**config.mk**
```make
export PLATFORM = sky130hd
export DESIGN_NAME = btn_ctrl
export DESIGN_NICKNAME = d
export VERILOG_FILES = /design/src/rtl/btn_ctrl.sv
export SDC_FILE = /design/constraint.sdc
export NUM_CORES = 1
export LEC_CHECK = 0
export ABC_CLOCK_PERIOD_IN_PS = 4500
export BUFFER_PORTS_ARGS = -buffer_cell sky130_fd_sc_hd__buf_2
export CORE_UTILIZATION = 55
export DETAILED_ROUTE_END_ITERATION = 16
export PLACE_DENSITY = 0.72
export SLEW_MARGIN = 40
export SYNTH_ARGS = -nofsm -noshare
export SYNTH_HDL_FRONTEND = slang
export SYNTH_SLANG_ARGS = --single-unit
```
**constraint.sdc**
```tcl
create_clock -name clock -period 4.5 [get_ports clock]
set_input_delay 0 -clock clock [delete_from_list [all_inputs] [get_ports clock]]
set_output_delay 0 -clock clock [all_outputs]
set_load 0.02 [all_outputs]
```
**src/rtl/btn_ctrl.sv**
```systemverilog
// Push-button conditioner: per-button 2-FF synchronizer and debounce, press pulses,
// and the latched mode / one-hot colour selections consumed by the LED demo top.
module btn_ctrl #(
  parameter int N_BTN           = 4,
  parameter int DEBOUNCE_CYCLES = 1_000_000,
  parameter int CNT_W           = $clog2(DEBOUNCE_CYCLES)
) (
  input  logic             clock,
  input  logic             i_ck_reset,
  input  logic [N_BTN-1:0] i_btn,
  output logic [N_BTN-1:0] o_btn_level,
  output logic [N_BTN-1:0] o_btn_press,
  output logic             o_mode,
  output logic [2:0]       o_color_sel
);

  localparam logic [CNT_W-1:0] CNT_MAX   = CNT_W'(DEBOUNCE_CYCLES - 1);
  localparam logic [CNT_W-1:0] CNT_ONE   = CNT_W'(1);
  localparam logic [2:0]       COLOR_RST = 3'b001;

  logic [N_BTN-1:0]            sync1_q;
  logic [N_BTN-1:0]            sync2_q;
  logic [N_BTN-1:0]            lvl_q;
  logic [N_BTN-1:0]            lvl_d;
  logic [N_BTN-1:0]            lvl_dly_q;
  logic [N_BTN-1:0][CNT_W-1:0] cnt_q;
  logic [N_BTN-1:0][CNT_W-1:0] cnt_d;
  logic                        mode_q;
  logic                        mode_d;
  logic [2:0]                  color_q;
  logic [2:0]                  color_d;
  logic [N_BTN-1:0]            press_s;

  // The highest-index colour button wins when several pulse together.
  function automatic logic [2:0] color_next(input logic [2:0] press, input logic [2:0] cur);
    logic [2:0] res;
    if (press[2]) begin
      res = 3'b100;
    end else if (press[1]) begin
      res = 3'b010;
    end else if (press[0]) begin
      res = 3'b001;
    end else begin
      res = cur;
    end
    return res;
  endfunction

  always_ff @(posedge clock or posedge i_ck_reset) begin
    if (i_ck_reset) begin
      sync1_q <= '0;
      sync2_q <= '0;
    end else begin
      sync1_q <= i_btn;
      sync2_q <= sync1_q;
    end
  end

  // A level change is accepted only after DEBOUNCE_CYCLES consecutive disagreeing samples.
  always_comb begin
    cnt_d = cnt_q;
    lvl_d = lvl_q;
    for (int i = 0; i < N_BTN; i++) begin
      if (sync2_q[i] == lvl_q[i]) begin
        cnt_d[i] = '0;
      end else if (cnt_q[i] == CNT_MAX) begin
        cnt_d[i] = '0;
        lvl_d[i] = sync2_q[i];
      end else begin
        cnt_d[i] = cnt_q[i] + CNT_ONE;
      end
    end
  end

  always_ff @(posedge clock or posedge i_ck_reset) begin
    if (i_ck_reset) begin
      cnt_q     <= '0;
      lvl_q     <= '0;
      lvl_dly_q <= '0;
    end else begin
      cnt_q     <= cnt_d;
      lvl_q     <= lvl_d;
      lvl_dly_q <= lvl_q;
    end
  end

  assign press_s = lvl_q & ~lvl_dly_q;

  always_comb begin
    mode_d  = mode_q;
    color_d = color_next(press_s[3:1], color_q);
    if (press_s[0]) begin
      mode_d = ~mode_q;
    end else begin
      mode_d = mode_q;
    end
  end

  always_ff @(posedge clock or posedge i_ck_reset) begin
    if (i_ck_reset) begin
      mode_q  <= 1'b0;
      color_q <= COLOR_RST;
    end else begin
      mode_q  <= mode_d;
      color_q <= color_d;
    end
  end

  assign o_btn_level = lvl_q;
  assign o_btn_press = press_s;
  assign o_mode      = mode_q;
  assign o_color_sel = color_q;

endmodule

```
==> metrics.md <==
| Metric | Value |
|---|---|
| Status | completed |
| Worst flop-to-flop path endpoint | cnt_q[65] |
| Max clock buf depth | 2 |
| Top FF cell, synth | dfrtp_1 |
| Worst Hold Class | in -> async |
| P&R area growth vs syn | 9.399% |
| Drt first pass iters | 4 |
| Core ar. | 8175 sq um |
| Total grt overflow | 0 |
| Dpl cells | 574 |
| Leak | 2.154 nW |
| RSZ-0062 raised after global routing | no |
| Sequential share of the synthesized area | 53.89% |
| Multi-input logic area | 2033 sq um |
| Crit path from | cnt_q[76] |
| Final setup viols | 0 |
| Reg2reg path depth | 5 |
| Final WL | 8457 microns |
| Vias in the first global route | 3231 |
| Required time of the critical path | 4750 ps |
| Die width | 93.91 microns |
| Max-cap violations | 0 |
| FF+latch count, synth | 100 |
| Pre-CTS setup slack | 2384 ps |
| Clk sinks | 100 |
| Final core occ | 62.17% |
| WS Path Type | reg -> reg |
| Switching portion of total power | 23.10% |
| Max FO, Critical Path | 12 |
| Antenna violations before repair | 0 |
| Layout fillers | 709 |
| Initial detailed-routing violation count | 126 |
| Clock skew | 7.698 ps |
| Synthesized area per cell | 10.03 sq um |
| Clock group share of total power | 36.8% |
| CTS root buffer | clkbuf_8 |
| Power Internal | 0.001189 W |
| Total global-route track usage | 21.05% |
| Antenna diodes | 0 |
| F_max | 0.4695 GHz |
| Initial Util | 56.83% |
| H-tree Lvls | 3 |
| Via count | 3412 |
| Worst r2r src | cnt_q[76] |
| Height of the chip | 93.91 microns |
| Asr flop ratio synth | 100.0% |
| Setup_tns | 0 ps |
| Worst Setup EP | cnt_q[65] |
| IO Pins | 18 |
| Worst relative slew slack | 52.07% |
| Clock buffer count from CTS | 9 |
| Fin. max-slew vios | 0 |
| Comb pwr share | 3.6% |
| Nets | 495 |
| Routed Antenna Nets | 0 |
| Endpoints failing hold | 0 |
| HPWL Detailed | 5822 microns |
| Clk slew on worst S/H paths | 90 ps |
| Peak supply drop | 181.2 uV |
| Yosys warning count | 0 |
| Mapped Cells | 463 |
| Pin count of the biggest net entering global routing | 61 |
| Crit path capture type | register |
| FF/Latch Area | 2504 sq um |
| Post-Syn Area | 4646 sq um |
| WP data arrival | 2380 ps |
| Clk_lat worst skew | 360 ps |
| Share of cells above drive strength 1 | 10.82% |
| Routed wire length per instance | 14.21 microns |
| Min Tclk post-route | 2130 ps |
| Remaining routing DRC violations | 0 |
| First-pass GRT wire length | 14410 microns |
| Full die area | 8818 sq um |
| Post-CTS Setup Repair Bufs | 0 |
| Power per standard cell area | 304.2 nW/um^2 |
| Post-DR vias/cell | 5.734 |
| Tcrit/Tclk final | 47.33% |
| Post-synth EDFFs | 0 |
| Slew @ Worst Pin | 714.6 ps |
| Post-Syn Nets | 473 |
| TritonCTS clock tree | done |
| Finished Layout Cells | 595 |
| Sequential power share | 59.6% |
| Final GP Congestion | 0.8011 |
| Port Buf Inserts | 17 |
| Row count | 33 |
| R2R Setup Slk | 2370 ps |
| Netlist cell types | 35 |
| Final setup margin | 2370 ps |
| Psw | 0.0003572 W |
| CP Launch Type | register |
-- power groups by stage --
stage	clock [W]	sequential, W	combinational (W)
2_1_floorplan	0	0.000936	0.0000391
3_3_place_gp	0	0.000939	0.0000534
3_5_place_dp	0	0.000939	0.0000546
4_1_cts	0.000587	0.000922	0.0000582
5_1_grt	0.000627	0.000924	0.0000662
6_report	0.000568	0.000922	0.0000562
-- Yosys cell counts, drive strengths merged (2+ instances only) --
cell	n	share of area, %
nor3	6	0.65
and4	6	1.1
dfrtp	99	53
inv	12	0.97
and3	11	1.5
nor2	63	5.1
or3	20	2.8
nor2b	5	0.67
buf	8	0.92
nor4	10	1.3
nor4b	3	0.57
xor2	33	6.2
clkbuf	8	0.67
ha	4	1.1
or4	11	1.8
o21ai	17	1.8
mux2	4	0.97
nand2	26	2.1
o31ai	13	2.2
xnor2	18	3.4
nand4	18	2.4
nand3	32	3.6
a21oi	26	2.8
or2	2	0.27
and2	3	0.40
-- layout by cell type, fill, tap and decap left out, types with 16 or more instances in the layout --
master   count
or3_1       17
buf_2       17
o21ai_0     16
xnor2_1     18
nand3_1     31
dfrtp_1     99
nand2_1     26
nand4_1     18
xor2_1      33
a21oi_1     26
nor2_1      63
-- layer usage --
| metal | up-vias | share of wire (%) | GRT usage, % |
|---|---|---|---|
| met1 | 1674 | 46 | 27.41 |
| met2 | 46 | 49 | 34.79 |
| met5 | - | 0 | 0 |
| li1 | 1681 | - | - |
| met4 | 0 | 1.2 | 6.410 |
| met3 | 11 | 3.4 | 5.097 |
-- worst min-delay path by stage --
stage | startpoint | end | slack [ps] | cells past startpoint
2_1_floorplan | i_btn[0] | sync1_q[0] | 30 | 0
3_3_place_gp | i_btn[1] | sync1_q[1] | 110 | 1
3_5_place_dp | i_btn[3] | sync1_q[3] | 110 | 1
4_1_cts | i_btn[3] | sync1_q[3] | 260 | 2
5_1_grt | i_btn[3] | sync1_q[3] | 260 | 2
6_report | i_ck_reset | cnt_q[73] | 230 | 3
-- logic make-up after synthesis --
family          Yosys count  synth area share [%]
buf+inv                  28                 2.558
xor+xnor                 51                 9.615
simple gates            219                 24.89
mux                       4                0.9695
flops                   100                 53.89
fa+ha+maj                 4                 1.077
compound gates           57                 7.002
-- metrics by stage --
stage / hold slack [ps] / area [sq um] / power, W
global placement: 109.3 / 4838 / 0.0009923
global route: 262.1 / 5082 / 0.001617
finish: 231.9 / 5082 / 0.001546
floorplan: 31.43 / 4646 / 0.0009755
detailed placement: 111.8 / 4838 / 0.0009939
CTS: 261.3 / 5080 / 0.001567
-- area by class of cell --
class / count / share of cell area, %
Tap cell: 105 / 2.585
Multi-Input combinational cell: 335 / 40.00
Inverter: 12 / 0.9847
Clock inverter: 5 / 1.182
Sequential cell: 100 / 49.26
Timing Repair Buffer: 27 / 3.397
Clock buffer: 11 / 2.585
-- critical path, stage by stage (launching register included) --
cell and delay [ps]:
dfrtp_1 400, nand3_1 130, or4b_2 650, o21ai_1 490, buf_4 280, nor2_1 70
-- state kept, by name (all words and copies together), names as in the netlist --
signal and flops:
cnt_q 80, lvl_dly_q 4, o_btn_level 4, o_color_sel 3
o_mode 1, sync1_q 4, sync2_q 4
-- what timing repair did --
action,4_1_cts,5_1_grt
hold buffers,5,0
resized for setup,0,0
endpoints found under the hold margin,63,0
Power figures use the tool's default switching activity.
